[src/rtl/udp_line_receiver.sv]
// udp_line_receiver: SFD hunt, Eth/IPv4/UDP header filter, one video line per datagram as pixel writes.
// Latency: pix_valid one cycle after the B byte; line_done/line_err one cycle after rx_valid drops.
// No backpressure: a byte is consumed every rx_valid cycle. UDP_LINE_RECEIVER_FCS_EN adds an FCS check.
module udp_line_receiver #(
  parameter int unsigned H_ACT      = 1280,
  parameter int unsigned V_ACT      = 720,
  parameter logic [47:0] LOCAL_MAC  = 48'h000A_3501_FEC0,
  parameter logic [15:0] LOCAL_PORT = 16'd8080
) (
  input  logic        rgmii_clk,
  input  logic        rstn,
  input  logic        rx_valid,
  input  logic [7:0]  rx_data,
  input  logic        rx_error,
  output logic        pix_valid,
  output logic [11:0] pix_x,
  output logic [11:0] pix_y,
  output logic [23:0] pix_data,
  output logic        line_done,
  output logic        line_err,
  output logic [15:0] drop_cnt
);

  typedef enum logic [2:0] {
    IDLE, PREAMBLE, HEADER, LINE_NO, PIXEL, TAIL, DROP
  } state_t;

  localparam logic [11:0] X_LAST = 12'(H_ACT - 1);
  localparam logic [15:0] V_LIM  = 16'(V_ACT);

  state_t      state_q, state_d;
  logic        rx_valid_prev_q, rx_valid_prev_d;
  logic [5:0]  byte_cnt_q, byte_cnt_d;
  logic        mac_uni_q, mac_uni_d;
  logic        mac_bc_q, mac_bc_d;
  logic [7:0]  line_hi_q, line_hi_d;
  logic [1:0]  phase_q, phase_d;
  logic [7:0]  r_q, r_d;
  logic [7:0]  g_q, g_d;
  logic [11:0] col_q, col_d;
  logic        reached_pix_q, reached_pix_d;

  logic        pix_valid_q, pix_valid_d;
  logic [11:0] pix_x_q, pix_x_d;
  logic [11:0] pix_y_q, pix_y_d;
  logic [23:0] pix_data_q, pix_data_d;
  logic        line_done_q, line_done_d;
  logic        line_err_q, line_err_d;
  logic [15:0] drop_cnt_q, drop_cnt_d;

  logic        fcs_good;
  logic [7:0]  mac_byte;
  logic        uni_ok, bc_ok, hdr_ok;
  logic [15:0] line_idx;
  logic        drop_inc;

`ifdef UDP_LINE_RECEIVER_FCS_EN
  logic [31:0] crc_q, crc_d;

  function automatic logic [31:0] crc_byte(input logic [31:0] c, input logic [7:0] d);
    logic [31:0] r;
    r = c ^ {24'h0, d};
    for (int i = 0; i < 8; i++) begin
      r = r[0] ? ((r >> 1) ^ 32'hEDB8_8320) : (r >> 1);
    end
    return r;
  endfunction

  // Register is re-seeded while hunting so it covers exactly the bytes after SFD, FCS included.
  always_comb begin
    crc_d = crc_q;
    if (state_q == PREAMBLE) begin
      crc_d = 32'hFFFF_FFFF;
    end else if (rx_valid) begin
      crc_d = crc_byte(crc_q, rx_data);
    end
  end

  always_ff @(posedge rgmii_clk) begin
    if (!rstn) begin
      crc_q <= 32'hFFFF_FFFF;
    end else begin
      crc_q <= crc_d;
    end
  end

  assign fcs_good = (crc_q == 32'hDEBB_20E3);
`else
  assign fcs_good = 1'b1;
`endif

  // Header byte filter; MAC bytes track unicast and broadcast matches in parallel.
  always_comb begin
    mac_byte = 8'h00;
    case (byte_cnt_q[2:0])
      3'd0:    mac_byte = LOCAL_MAC[47:40];
      3'd1:    mac_byte = LOCAL_MAC[39:32];
      3'd2:    mac_byte = LOCAL_MAC[31:24];
      3'd3:    mac_byte = LOCAL_MAC[23:16];
      3'd4:    mac_byte = LOCAL_MAC[15:8];
      3'd5:    mac_byte = LOCAL_MAC[7:0];
      default: mac_byte = 8'h00;
    endcase
    uni_ok = mac_uni_q && (rx_data == mac_byte);
    bc_ok  = mac_bc_q && (rx_data == 8'hFF);
    hdr_ok = 1'b1;
    case (byte_cnt_q)
      6'd0, 6'd1, 6'd2, 6'd3, 6'd4, 6'd5: hdr_ok = uni_ok || bc_ok;
      6'd12:   hdr_ok = (rx_data == 8'h08);
      6'd13:   hdr_ok = (rx_data == 8'h00);
      6'd14:   hdr_ok = (rx_data == 8'h45);
      6'd23:   hdr_ok = (rx_data == 8'h11);
      6'd36:   hdr_ok = (rx_data == LOCAL_PORT[15:8]);
      6'd37:   hdr_ok = (rx_data == LOCAL_PORT[7:0]);
      default: hdr_ok = 1'b1;
    endcase
  end

  always_comb begin
    state_d         = state_q;
    rx_valid_prev_d = rx_valid;
    byte_cnt_d      = byte_cnt_q;
    mac_uni_d       = mac_uni_q;
    mac_bc_d        = mac_bc_q;
    line_hi_d       = line_hi_q;
    phase_d         = phase_q;
    r_d             = r_q;
    g_d             = g_q;
    col_d           = col_q;
    reached_pix_d   = reached_pix_q;
    pix_valid_d     = 1'b0;
    pix_x_d         = pix_x_q;
    pix_y_d         = pix_y_q;
    pix_data_d      = pix_data_q;
    line_done_d     = 1'b0;
    line_err_d      = 1'b0;
    drop_cnt_d      = drop_cnt_q;
    drop_inc        = 1'b0;
    line_idx        = {line_hi_q, rx_data};

    if (state_q != IDLE && !rx_valid) begin
      // Frame end: only a complete line with a good FCS is committed.
      state_d = IDLE;
      if (state_q == TAIL && fcs_good) begin
        line_done_d = 1'b1;
      end else begin
        drop_inc   = 1'b1;
        line_err_d = reached_pix_q;
      end
    end else if (state_q != IDLE && rx_error) begin
      state_d = DROP;
    end else begin
      case (state_q)
        IDLE: begin
          if (rx_valid && !rx_valid_prev_q) begin
            state_d       = PREAMBLE;
            reached_pix_d = 1'b0;
          end
        end
        PREAMBLE: begin
          if (rx_data == 8'hD5) begin
            state_d    = HEADER;
            byte_cnt_d = 6'd0;
            mac_uni_d  = 1'b1;
            mac_bc_d   = 1'b1;
          end else if (rx_data != 8'h55) begin
            state_d = DROP;
          end
        end
        HEADER: begin
          byte_cnt_d = byte_cnt_q + 6'd1;
          if (byte_cnt_q < 6'd6) begin
            mac_uni_d = uni_ok;
            mac_bc_d  = bc_ok;
          end
          if (!hdr_ok) begin
            state_d = DROP;
          end else if (byte_cnt_q == 6'd41) begin
            state_d = LINE_NO;
          end
        end
        LINE_NO: begin
          byte_cnt_d = byte_cnt_q + 6'd1;
          if (byte_cnt_q == 6'd42) begin
            line_hi_d = rx_data;
          end else if (line_idx >= V_LIM) begin
            state_d = DROP;
          end else begin
            pix_y_d       = line_idx[11:0];
            state_d       = PIXEL;
            phase_d       = 2'd0;
            col_d         = 12'd0;
            reached_pix_d = 1'b1;
          end
        end
        PIXEL: begin
          case (phase_q)
            2'd0: begin
              r_d     = rx_data;
              phase_d = 2'd1;
            end
            2'd1: begin
              g_d     = rx_data;
              phase_d = 2'd2;
            end
            default: begin
              pix_valid_d = 1'b1;
              pix_x_d     = col_q;
              pix_data_d  = {r_q, g_q, rx_data};
              phase_d     = 2'd0;
              col_d       = col_q + 12'd1;
              if (col_q == X_LAST) begin
                state_d = TAIL;
              end
            end
          endcase
        end
        default: ;
      endcase
    end

    if (drop_inc && drop_cnt_q != 16'hFFFF) begin
      drop_cnt_d = drop_cnt_q + 16'd1;
    end
  end

  // rx_valid_prev resets high so a frame already in flight at reset release is skipped.
  always_ff @(posedge rgmii_clk) begin
    if (!rstn) begin
      state_q         <= IDLE;
      rx_valid_prev_q <= 1'b1;
      byte_cnt_q      <= 6'd0;
      mac_uni_q       <= 1'b0;
      mac_bc_q        <= 1'b0;
      line_hi_q       <= 8'h00;
      phase_q         <= 2'd0;
      r_q             <= 8'h00;
      g_q             <= 8'h00;
      col_q           <= 12'd0;
      reached_pix_q   <= 1'b0;
      pix_valid_q     <= 1'b0;
      pix_x_q         <= 12'd0;
      pix_y_q         <= 12'd0;
      pix_data_q      <= 24'h0;
      line_done_q     <= 1'b0;
      line_err_q      <= 1'b0;
      drop_cnt_q      <= 16'd0;
    end else begin
      state_q         <= state_d;
      rx_valid_prev_q <= rx_valid_prev_d;
      byte_cnt_q      <= byte_cnt_d;
      mac_uni_q       <= mac_uni_d;
      mac_bc_q        <= mac_bc_d;
      line_hi_q       <= line_hi_d;
      phase_q         <= phase_d;
      r_q             <= r_d;
      g_q             <= g_d;
      col_q           <= col_d;
      reached_pix_q   <= reached_pix_d;
      pix_valid_q     <= pix_valid_d;
      pix_x_q         <= pix_x_d;
      pix_y_q         <= pix_y_d;
      pix_data_q      <= pix_data_d;
      line_done_q     <= line_done_d;
      line_err_q      <= line_err_d;
      drop_cnt_q      <= drop_cnt_d;
    end
  end

  assign pix_valid = pix_valid_q;
  assign pix_x     = pix_x_q;
  assign pix_y     = pix_y_q;
  assign pix_data  = pix_data_q;
  assign line_done = line_done_q;
  assign line_err  = line_err_q;
  assign drop_cnt  = drop_cnt_q;

endmodule
[config.mk]
export PLATFORM = sky130hd
export DESIGN_NAME = udp_line_receiver
export DESIGN_NICKNAME = d
export VERILOG_FILES = /design/src/rtl/udp_line_receiver.sv
export SDC_FILE = /design/constraint.sdc
export NUM_CORES = 1
export LEC_CHECK = 0
export BUFFER_PORTS_ARGS = -buffer_cell sky130_fd_sc_hd__buf_2
export CAP_MARGIN = 0
export CORE_UTILIZATION = 45
export CTS_CLUSTER_DIAMETER = 60
export DETAILED_ROUTE_END_ITERATION = 6
export PLACE_DENSITY_LB_ADDON = 0.08
export SYNTH_ARGS = -nofsm -noshare
export SYNTH_HDL_FRONTEND = slang
export SYNTH_SLANG_ARGS = --single-unit
[constraint.sdc]
create_clock -name rgmii_clk -period 2.6 [get_ports rgmii_clk]
set_input_delay 0.39 -clock rgmii_clk [delete_from_list [all_inputs] [get_ports rgmii_clk]]
set_output_delay 0.39 -clock rgmii_clk [all_outputs]
set_load 0.005 [all_outputs]
=== After elaboration in Yosys (flattened, before gate mapping) ===
Cells that the tools add are included.

* Flip-flop bits (word level): 118
* Memory bits (read-only): 0
* Memory bits (writable): 0
* Word-level logic and storage cells: 157
* Latch bits: 0
* Bits of input ports: 12
* Memories: 0

* Mux-type cells: 36
* Equal/unequal tests: 50
* $lt $le $gt $ge: 2
* Div/mod/pow operators: 0
* Bitwise gates (word level): 7
* $mul: 0
* $add $sub $neg: 3
* Shift operators: 0
* Reductions and logical operators: 40

{| class="wikitable"
|+ Operators by type and width
! kind !! number
|-
| $pmux 8 s5 || 1
|-
| $mux 12 || 3
|-
| $mux 3 || 9
|-
| $eq 6x6->1 const B || 4
|-
| $eq 8x8->1 const B || 3
|-
| $pmux 12 s2 || 1
|-
| $reduce_and 4->1 || 5
|-
| $eq 6x4->1 const B || 3
|-
| $ne 3x3->1 const B || 6
|-
| $add 16x1->16 const B || 1
|-
| $eq 8x5->1 const B || 2
|-
| $ge 16x10->1 const B || 1
|-
| $ne 16x16->1 const B || 1
|-
| $pmux 3 s5 || 1
|-
| $reduce_and 5->1 || 3
|-
| $ne 2x2->1 const B || 7
|-
| $reduce_and 7->1 || 2
|-
| $add 12x1->12 const B || 1
|-
| $eq 12x11->1 const B || 1
|-
| $eq 3x2->1 const B || 4
|-
| $eq 3x3->1 const B || 4
|-
| $eq 6x2->1 const B || 2
|-
| $eq 6x3->1 const B || 2
|-
| $pmux 6 s2 || 1
|-
| other kinds (35) || 70
|}

=== Depth between registers and ports, before layout ===
Gate-level depths: netlist of the first run.

* Depth after elaboration: 9
* Depth in mapped cells: 11
* Gate-level depth less buffers: 10

=== Worst setup path before layout of the first run ===
Ideal clock, no wire load.

* Path kind: register to register
* From: register, netlist name byte_cnt_q[0]
* To: register pix_data_q[0], in the netlist pix_data[0]
* Setup time: 132 ps
* Path buffers: 2
* Cell stages (with the launch flop): 11
* Arrival: 2300 ps
* Required time: 2468 ps
* Setup slack: 168 ps
* Period minus slack after synthesis: 2432 ps
* Cells stage by stage: dfxtp_1 -> inv_1 -> ha_1 -> and2_1 -> or4b_4 -> a211oi_2 -> nand2_1 -> buf_2 -> buf_2 -> nand2_1 -> a21oi_1

{| class="wikitable"
|+ RTL lines
! element !! RTL line !! source
|-
| to (signal assigned) || 263 || <nowiki>pix_data_q <= pix_data_d;</nowiki>
|-
| to (decl) || 46 || <nowiki>logic [23:0] pix_data_q, pix_data_d;</nowiki>
|}

=== Final worst setup path of the first run ===
* From: register byte_cnt_q[0]
* To: register col_q[7]

* Longest elaborated chain between the ends: 3

{| class="wikitable"
|+ RTL lines
! element !! RTL line !! source
|-
| from (decl) || 33 || <nowiki>logic [5:0] byte_cnt_q, byte_cnt_d;</nowiki>
|-
| from (signal assigned) || 251 || <nowiki>byte_cnt_q <= byte_cnt_d;</nowiki>
|-
| $eq 6x6->1 || 184 || <nowiki>if (byte_cnt_q == 6'd42) begin</nowiki>
|-
| $ne 2x2->1 (no line) || -- ||
|-
| $reduce_and 6->1 (no line) || -- ||
|-
| to (signal assigned) || 258 || <nowiki>col_q <= col_d;</nowiki>
|-
| to (decl) || 40 || <nowiki>logic [11:0] col_q, col_d;</nowiki>
|}

Every way passes these cells.
A chain may end at the register's enable or synchronous reset.

==> flow_summary.json, run 1 <==
{
  "drt-initial-drc-count": 259,
  "period_share_pct": 93.9,
  "vias": 4681,
  "ant_nets": 0,
  "final_cell_area_sq_mm": 0.00665,
  "grt_pass1_vias": 4379,
  "fillerInstances": 1057,
  "grt_antenna_before_repair": 0,
  "dp_cells": 849,
  "p_leak_nw": 2.76,
  "layout-drive-gt1-share_pct": 23.8,
  "io_pins": 79,
  "syn_area_sq_mm": 0.00527,
  "hold_class": "in2reg",
  "portBuffers": 78,
  "avgRoutedWirePerCell_um": 15.4,
  "num_antenna_cells": 0,
  "htree_levels": 4,
  "route.detailed.drc": 0,
  "whs_ns": 0.283,
  "vias_per_cell": 5.31,
  "dp_hpwl_um": 9170,
  "instances_no_fill": 881,
  "area_growth_pct": 26.3,
  "die_x_um": 110,
  "cts_sinks": 118,
  "num-nets-final": 744,
  "drt-total-wl_um": 13600,
  "worstPathCellList": "inv_2, ha_1, and2_1, or4b_4, a211o_4, nor3_4, nand4_1, xor2_1, nor2_2",
  "cp_slowest_cell": "or4b_4",
  "syn_avg_cell_area_sq_um": 8.29,
  "cts_buffers": 17,
  "place_area_sq_mm": 0.00593,
  "grt_overflow_total": 0,
  "slew_viol_final": 0,
  "required_ns": 2.90,
  "finalHoldViolations": 0,
  "core_area_sq_mm": 0.0114,
  "drt_first_pass_iters": 4,
  "startpoint_type": "flip-flop",
  "postCtsSetupBuffers": 0,
  "path_buf_inv": 1,
  "synth_flop_cell": "dfxtp_1",
  "post-place-ws_ns": 0.00713,
  "initial_utilization_pct": 46.2,
  "synth-warning-count": 0,
  "status": "finished, final reports clean",
  "vdd_drop_max_mv": 0.828,
  "final_cell_mix": "nand2_1 (122), dfxtp_1 (115), nor2_1 (78), buf_2 (78), a21oi_1 (59)",
  "finalWorstSetupSlack_ns": 0.159,
  "clk_latency_ns": 0.42,
  "place_congestion": 0.857,
  "crit_type": "reg2reg",
  "min_period_ns": 2.44,
  "maxSlewHeadroom_pct": 56.9,
  "maxCapViolCount": 0,
  "cts.clk_slew.worst_paths_ns": 0.06,
  "core.rowCount": 39,
  "final.setup_skew_ns": 0.0120,
  "chipHeight_um": 110,
  "crit_arrival_ns": 2.74,
  "tightest_slew_ns": 0.641,
  "syn_inst": 636,
  "p_total_mw": 4.75,
  "p_per_area_mw_per_mm2": 714,
  "worstSetupEndpointType": "flip-flop",
  "synth-seq-area-share_pct": 44.8,
  "cts_root_buf": "clkbuf_16",
  "ys_ff_latch": 118,
  "layout_commonest_cell": "nand2_1",
  "synthArstFlopShare_pct": 0,
  "grtUsageTotal_pct": 23.8,
  "grt_pass1_wl_um": 21600,
  "rsz0062_at_grt": "no",
  "synth_edf_count": 0,
  "setup_viol": 0,
  "hold_buffers": 0,
  "critPathTopFamily": "simple AND/OR/NAND/NOR gates",
  "cts_max_path_buffers": 2,
  "grt_max_degree": 78,
  "final_util_pct": 58.3,
  "tns_ns": 0,
  "max_freq_mhz": 410,
  "synth_nets": 655,
  "synthDistinctLibCells": 66,
  "cts_tree": "built",
  "die_area_sq_mm": 0.0121,
  "max_stage_delay_ns": 0.52,
  "critPathMaxFanout": 5
}
logic make-up after synthesis:
group                      count (synthesis)  share of synthesized area [%]
DFF                                      118                           44.8
muxes                                     31                           5.91
adders and majority gates                  7                           1.66
and+or+nand+nor                          296                           26.1
buffers and inverters                     51                           4.25
AOI/OAI and AO/OA                        100                           11.8
xor gates and xnor gates                  33                           5.48
final timing paths:
| path | start | end | slack, ns | cells past startpoint |
|---|---|---|---|---|
| min | rx_data[1] | line_hi_q[1]$_SDFFE_PN0P_ | 0.28 | 3 |
| max | byte_cnt_q[0]$_SDFFE_PN0P_ | col_q[7]$_SDFFE_PN0P_ | 0.16 | 9 |
| max reg2reg | byte_cnt_q[0]$_SDFFE_PN0P_ | col_q[7]$_SDFFE_PN0P_ | 0.16 | 9 |
| min reg2reg | pix_y[0]$_SDFFE_PN0P_ | pix_y[0]$_SDFFE_PN0P_ | 0.45 | 2 |
synth_stat cells, types with 2 or more instances:
master | number | area (sq um)
or3_1 | 5 | 31.3
mux2i_1 | 30 | 300
nand2b_1 | 5 | 31.3
buf_2 | 5 | 25.0
a21oi_1 | 59 | 295
o2111ai_1 | 2 | 17.5
o211a_1 | 2 | 20.0
ha_1 | 7 | 87.6
nor4bb_1 | 3 | 30.0
and4_1 | 2 | 17.5
inv_1 | 9 | 33.8
a221oi_1 | 2 | 17.5
nor4_1 | 4 | 25.0
clkbuf_1 | 30 | 113
nor2_1 | 79 | 297
nor2b_1 | 2 | 12.5
nand2_1 | 122 | 458
and2_1 | 5 | 31.3
nor3_1 | 9 | 45.0
xnor2_1 | 15 | 131
nand4_1 | 8 | 50.1
xor2_1 | 18 | 158
nor3b_1 | 2 | 15.0
and3_1 | 7 | 43.8
nor4b_1 | 3 | 26.3
o21ai_0 | 10 | 50.1
a22oi_1 | 2 | 15.0
nand3_1 | 27 | 135
a41oi_1 | 2 | 17.5
buf_4 | 5 | 37.5
dfxtp_1 | 118 | 2360
nand3b_1 | 3 | 22.5
worst reg2reg max path, stage by stage (launching register included):
cell and delay (ns):
dfxtp_2 0.37, inv_2 0.07, ha_1 0.20, and2_1 0.19
or4b_4 0.52, a211o_4 0.40, nor3_4 0.22, nand4_1 0.13
xor2_1 0.18, nor2_2 0.04
final cells by class:
| cell class | count | area (sq um) | share of cell area, % |
|---|---|---|---|
| repair buffers | 111 | 663 | 9.97 |
| multi-input cells | 467 | 2770 | 41.7 |
| clock inverters | 12 | 164 | 2.46 |
| clock buffers | 20 | 467 | 7.01 |
| flip-flops and latches | 118 | 2370 | 35.6 |
| well taps | 143 | 179 | 2.69 |
| inverters | 10 | 41.3 | 0.621 |
report_power, final:
group	switching, mW	internal (mW)	total, mW
sequential	0.0182	1.83	1.85
combinational	0.278	0.151	0.429
clock	0.873	1.60	2.47
total	1.17	3.58	4.75
flip-flops by register name, indices dropped and copies added, names as in the netlist:
register,count
drop_cnt,16
reached_pix_q,1
mac_uni_q,1
line_err,1
rx_valid_prev_q,1
pix_valid,1
line_done,1
phase_q,2
r_q,8
g_q,8
col_q,12
pix_data,24
line_hi_q,8
byte_cnt_q,6
pix_x,12
mac_bc_q,1
pix_y,12
state_q,3
layer usage:
metal	part of all wire [%]	global-route usage, %	routed length [um]
met3	4.8	7.52	650
met1	47	30.5	6400
met4	1.7	9.02	234
met5	0	0	0
met2	46	37.3	6310
repair_timing:
action / in CTS / in global routing
gates cloned: 0 / 0
setup endpoints to repair: 2 / 6
gates resized for setup: 1 / 22
pin swaps: 1 / 6
No activity file was read; power rests on OpenSTA's default activity.
==> run 2, diff against run 1 <==
Clock period 2.6 ns to 2.5 ns, I/O delays scaled along.
==> run 2 against run 1 <==
Effect of this change:
- maximum frequency increased by 1.5%
- final cell count increased by 1.7%
- register-to-register slack got worse by 0.06 ns
- first-iteration DRC count unchanged
- routed wire length increased by 0.96%
- largest power group unchanged
- sequential share of layout area decreased by 0.53 points
- worst setup slack got worse by 0.064 ns
- final area increased by 1.5%
- critical path type unchanged
- die area unchanged
- global-route usage increased by 0.30 points
- flip-flop and latch count unchanged
- clock skew decreased by 0.0030 ns
==> flow_summary.json, run 2 (synthesis results as in run 1) <==
{
  "area_growth_pct": 28.1,
  "p_per_area_mw_per_mm2": 731,
  "critPathMaxFanout": 36,
  "p_leak_nw": 2.82,
  "status": "finished, final reports clean",
  "p_total_mw": 4.94,
  "num_antenna_cells": 0,
  "grt_max_degree": 82,
  "hold_class": "in2reg",
  "vdd_drop_max_mv": 0.426,
  "ant_nets": 0,
  "finalHoldViolations": 0,
  "avgRoutedWirePerCell_um": 15.3,
  "final.setup_skew_ns": 0.00898,
  "dr_wl_met2_um": 6190,
  "core.rowCount": 39,
  "io_pins": 79,
  "clk_latency_ns": 0.42,
  "regArea_sq_mm": 0.00237,
  "crit_type": "reg2reg",
  "grtUsageTotal_pct": 24.1,
  "drt-initial-drc-count": 259,
  "tightest_slew_ns": 0.558,
  "r2r_setup_slack_ns": 0.09,
  "cts_buffers": 17,
  "startpoint_type": "flip-flop",
  "vias": 4806,
  "die_x_um": 110,
  "drt-total-wl_um": 13700,
  "dp_hpwl_um": 9300,
  "num-nets-final": 759,
  "route.detailed.drc": 0,
  "chipHeight_um": 110,
  "setup_viol": 0,
  "routed.top_layer": "met4",
  "crit_arrival_ns": 2.74,
  "final_cell_mix": "nand2_1 (122), dfxtp_1 (114), buf_2 (78)",
  "maxSlewHeadroom_pct": 62.5,
  "die_area_sq_mm": 0.0121,
  "hold_buffers": 0,
  "required_ns": 2.83,
  "maxCapViolCount": 0,
  "place_area_sq_mm": 0.00603,
  "period_share_pct": 96.2,
  "drt_first_pass_iters": 5,
  "place_congestion": 0.830,
  "layout-drive-gt1-share_pct": 24.6,
  "cts_max_path_buffers": 2,
  "fillerInstances": 1059,
  "whs_ns": 0.295,
  "tns_ns": 0,
  "portBuffers": 78,
  "htree_levels": 4,
  "grt_overflow_total": 0,
  "initial_utilization_pct": 46.2,
  "core_area_sq_mm": 0.0114,
  "slew_viol_final": 0,
  "grt_pass1_vias": 4442,
  "min_period_ns": 2.41,
  "worstSetupEndpointType": "flip-flop",
  "max_freq_mhz": 416,
  "multi_input_area_sq_mm": 0.00278,
  "grt_pass1_wl_um": 22000,
  "rsz0062_at_grt": "yes",
  "grt_antenna_before_repair": 0,
  "cts_root_buf": "clkbuf_16",
  "wl_met1_um": 6420,
  "largest_register_ffs": 24,
  "vias_per_cell": 5.36,
  "cts.clk_slew.worst_paths_ns": 0.06,
  "cts_sinks": 118,
  "final_cell_area_sq_mm": 0.00675,
  "met3_length_um": 842,
  "cts_tree": "built",
  "layout_commonest_cell": "nand2_1"
}
[run 2: cell count changes in the layout (fill, tap and decap cells not counted), moves of 2 or more]
cell	delta
buf_4	+14
clkbuf_1	+6
inv_6	-5
clkbuf_8	-2
clkinvlp_4	-2
dfxtp_2	+2
[run 2: layout make-up]
type	count	area share [%]
tap	143	2.65
timing repair buffer	126	11.5
multi-input combinational	467	41.2
inverter	10	0.556
clock inverter	8	2.19
clock buffer	24	6.84
sequential	118	35.1
[run 2: timing repair]
item	4_1_cts	5_1_grt
endpoints found under the hold margin	0	0
setup endpoints to repair	2	49
buffers inserted	0	2
gates resized for setup	3	21
pin swaps	0	10
[run 2: where the power goes]
group	internal, mW	leakage (nW)	switching [mW]
Clock	1.69	0.296	0.846
Sequential	1.91	0.953	0.0315
Combinational	0.169	1.57	0.288
Total	3.77	2.82	1.16
[run 2: path summary, 6_finish.rpt]
kind / from / end / cells after the start
setup / recovery: line_hi_q[6]$_SDFFE_PN0P_ / pix_data[6]$_SDFFE_PN0P_ / 9
hold / removal: rx_data[1] / line_hi_q[1]$_SDFFE_PN0P_ / 3
setup reg to reg: line_hi_q[6]$_SDFFE_PN0P_ / pix_data[6]$_SDFFE_PN0P_ / 9
hold reg to reg: pix_y[1]$_SDFFE_PN0P_ / pix_y[1]$_SDFFE_PN0P_ / 2
[run 2: critical path, cell delays in order, from the launching register on]
cell and delay [ns]:
dfxtp_2 0.34, nor4_4 0.29, nand2_1 0.09, or4b_4 0.56, a211o_4 0.37, buf_4 0.15
nor2_4 0.09, buf_12 0.19, nand2_1 0.08, a21oi_1 0.14
[run 2: per-stage QoR]
stage          worst slack, ns  util (%)  instances
4_1_cts                0.00209      58.3        894
5_1_grt                -0.0709      59.1        896
6_report                0.0949      59.1        896
2_1_floorplan           0.0683         -        636
3_5_place_dp           -0.0647      52.8        862
3_3_place_gp            0.0293      52.8        862
[run 2: per-layer routing]
metal / up-vias / global-route usage, %
met1: 2265 / 32.0
met4: 0 / 9.21
met3: 22 / 6.41
met2: 138 / 37.2
met5: - / 0
li1: 2381 / -
==> run 3, diff against run 2 <==
==> constraint.sdc (replaced) <==
create_clock -name rgmii_clk -period 2.5 [get_ports rgmii_clk]
set_input_delay 0.25 -clock rgmii_clk [delete_from_list [all_inputs] [get_ports rgmii_clk]]
set_output_delay 0.25 -clock rgmii_clk [all_outputs]
set_load 0.005 [all_outputs]
==> run 3 against run 2 <==
Effect of this change:
- flip-flop and latch count stayed put
- worst setup slack got worse by 0.028 ns
- combinational power increased by 1%
- critical path type unchanged
==> flow_summary.json, run 3 (synthesis results as in run 1) <==
{
  "htree_levels": 4,
  "p_per_area_mw_per_mm2": 707,
  "cts_buffers": 17,
  "p_leak_nw": 2.80,
  "critPathMaxFanout": 5,
  "cts_sinks": 118,
  "area_growth_pct": 28.2,
  "drt-total-wl_um": 13800,
  "setup_viol": 0,
  "final.setup_skew_ns": 0.00499,
  "grt_antenna_before_repair": 0,
  "grt_max_degree": 49,
  "portBuffers": 78,
  "crit_type": "reg2reg",
  "vdd_drop_max_mv": 0.581,
  "multi_input_area_sq_mm": 0.00282,
  "worstSetupEndpointType": "flip-flop",
  "final_cell_mix": "nand2_1 (121), dfxtp_1 (115), buf_2 (78)",
  "met2_usage_pct": 37.5,
  "p_total_mw": 4.78,
  "grt_overflow_total": 0,
  "layout_commonest_cell": "nand2_1",
  "cts_tree": "built",
  "initial_utilization_pct": 46.2,
  "vias_per_cell": 5.38,
  "maxCapViolCount": 0,
  "io_pins": 79,
  "drt-initial-drc-count": 297,
  "startpoint_type": "flip-flop",
  "grt_use_met1_pct": 32.7,
  "die_x_um": 110,
  "grtUsageTotal_pct": 24.1,
  "rsz0062_at_grt": "yes",
  "slew_viol_final": 0,
  "top_usage_layer": "met2",
  "num_antenna_cells": 0,
  "vias": 4800,
  "maxSlewHeadroom_pct": 44.8,
  "finalHoldViolations": 0,
  "drt_first_pass_iters": 5,
  "fillerInstances": 1066,
  "regArea_sq_mm": 0.00237,
  "layout-drive-gt1-share_pct": 25.9,
  "period_share_pct": 97.3,
  "hold_buffers": 0,
  "r2r_setup_slack_ns": 0.07,
  "ant_nets": 0,
  "grt_pass1_vias": 4345,
  "status": "finished, final reports clean",
  "use_met3_pct": 5.94,
  "cts_root_buf": "clkbuf_16",
  "max_freq_mhz": 411,
  "required_ns": 2.79,
  "largest_register_ffs": 24,
  "dp_hpwl_um": 9340,
  "num-nets-final": 757,
  "crit_arrival_ns": 2.72,
  "hold_class": "in2reg",
  "chipHeight_um": 110,
  "clk_latency_ns": 0.41,
  "core.rowCount": 39,
  "grt_pass1_wl_um": 22000,
  "cts.clk_slew.worst_paths_ns": 0.05,
  "die_area_sq_mm": 0.0121,
  "final_util_pct": 59.2,
  "avgRoutedWirePerCell_um": 15.5,
  "core_area_sq_mm": 0.0114,
  "cts_max_path_buffers": 2,
  "place_congestion": 0.866,
  "tightest_slew_ns": 0.827,
  "route.detailed.drc": 0,
  "min_period_ns": 2.43
}
-- run 3: through the flow --
step | area [sq um] | std cells | TNS (ns) | worst slack, ns | hold slack (ns)
floorplan | 5270 | 636 | 0 | 0.0683 | 0.353
global placement | 5980 | 855 | 0 | 0.000208 | 0.440
detailed placement | 5980 | 855 | -0.248 | -0.131 | 0.443
CTS | 6600 | 886 | 0 | 0.00931 | 0.162
global route | 6760 | 893 | -0.518 | -0.0785 | 0.187
finish | 6760 | 893 | 0 | 0.0669 | 0.180
-- run 3: what timing repair did --
action,in CTS,in global routing
endpoints found under the setup margin,18,46
gates cloned,0,0
setup buffers,0,7
pin swaps,1,16
resized for setup,8,29
-- run 3: area by class of cell --
class | count | share of cell area (%)
multi-input combinational | 467 | 41.7
sequential | 118 | 35.1
timing repair buffer | 124 | 11.3
clock buffer | 20 | 6.76
tap | 143 | 2.65
clock inverter | 11 | 1.85
inverter | 10 | 0.667
-- run 3: path summary, 6_finish.rpt --
check	to	cells past startpoint	from
worst min-delay path	pix_data[1]$_SDFFE_PN0P_	3	rx_data[1]
worst max register to register	col_q[7]$_SDFFE_PN0P_	9	byte_cnt_q[0]$_SDFFE_PN0P_
worst min register to register	pix_data[18]$_SDFFE_PN0P_	2	pix_data[18]$_SDFFE_PN0P_
worst max-delay path	col_q[7]$_SDFFE_PN0P_	9	byte_cnt_q[0]$_SDFFE_PN0P_
-- run 3: report_power, final --
| group | switching, mW | internal [mW] |
|---|---|---|
| registers | 0.0223 | 1.90 |
| logic | 0.291 | 0.172 |
| clock network | 0.876 | 1.51 |
| total | 1.19 | 3.59 |
-- run 3: worst max-delay path: stages, from the launching register on --
cell     delay (ns)
dfxtp_4        0.39
inv_4          0.05
ha_2           0.18
and2_1         0.16
or4b_4         0.52
a211o_4        0.38
nor3_4         0.25
nand4_1        0.14
xor2_1         0.21
nor2_2         0.04
-- run 3: metal layers --
layer	up-vias	wire (um)	part of all wire, %
li1	2380	-	-
met1	2292	6450	47
met2	117	6510	47
met3	11	747	5.4
met4	0	117	0.85
met5	-	0	0
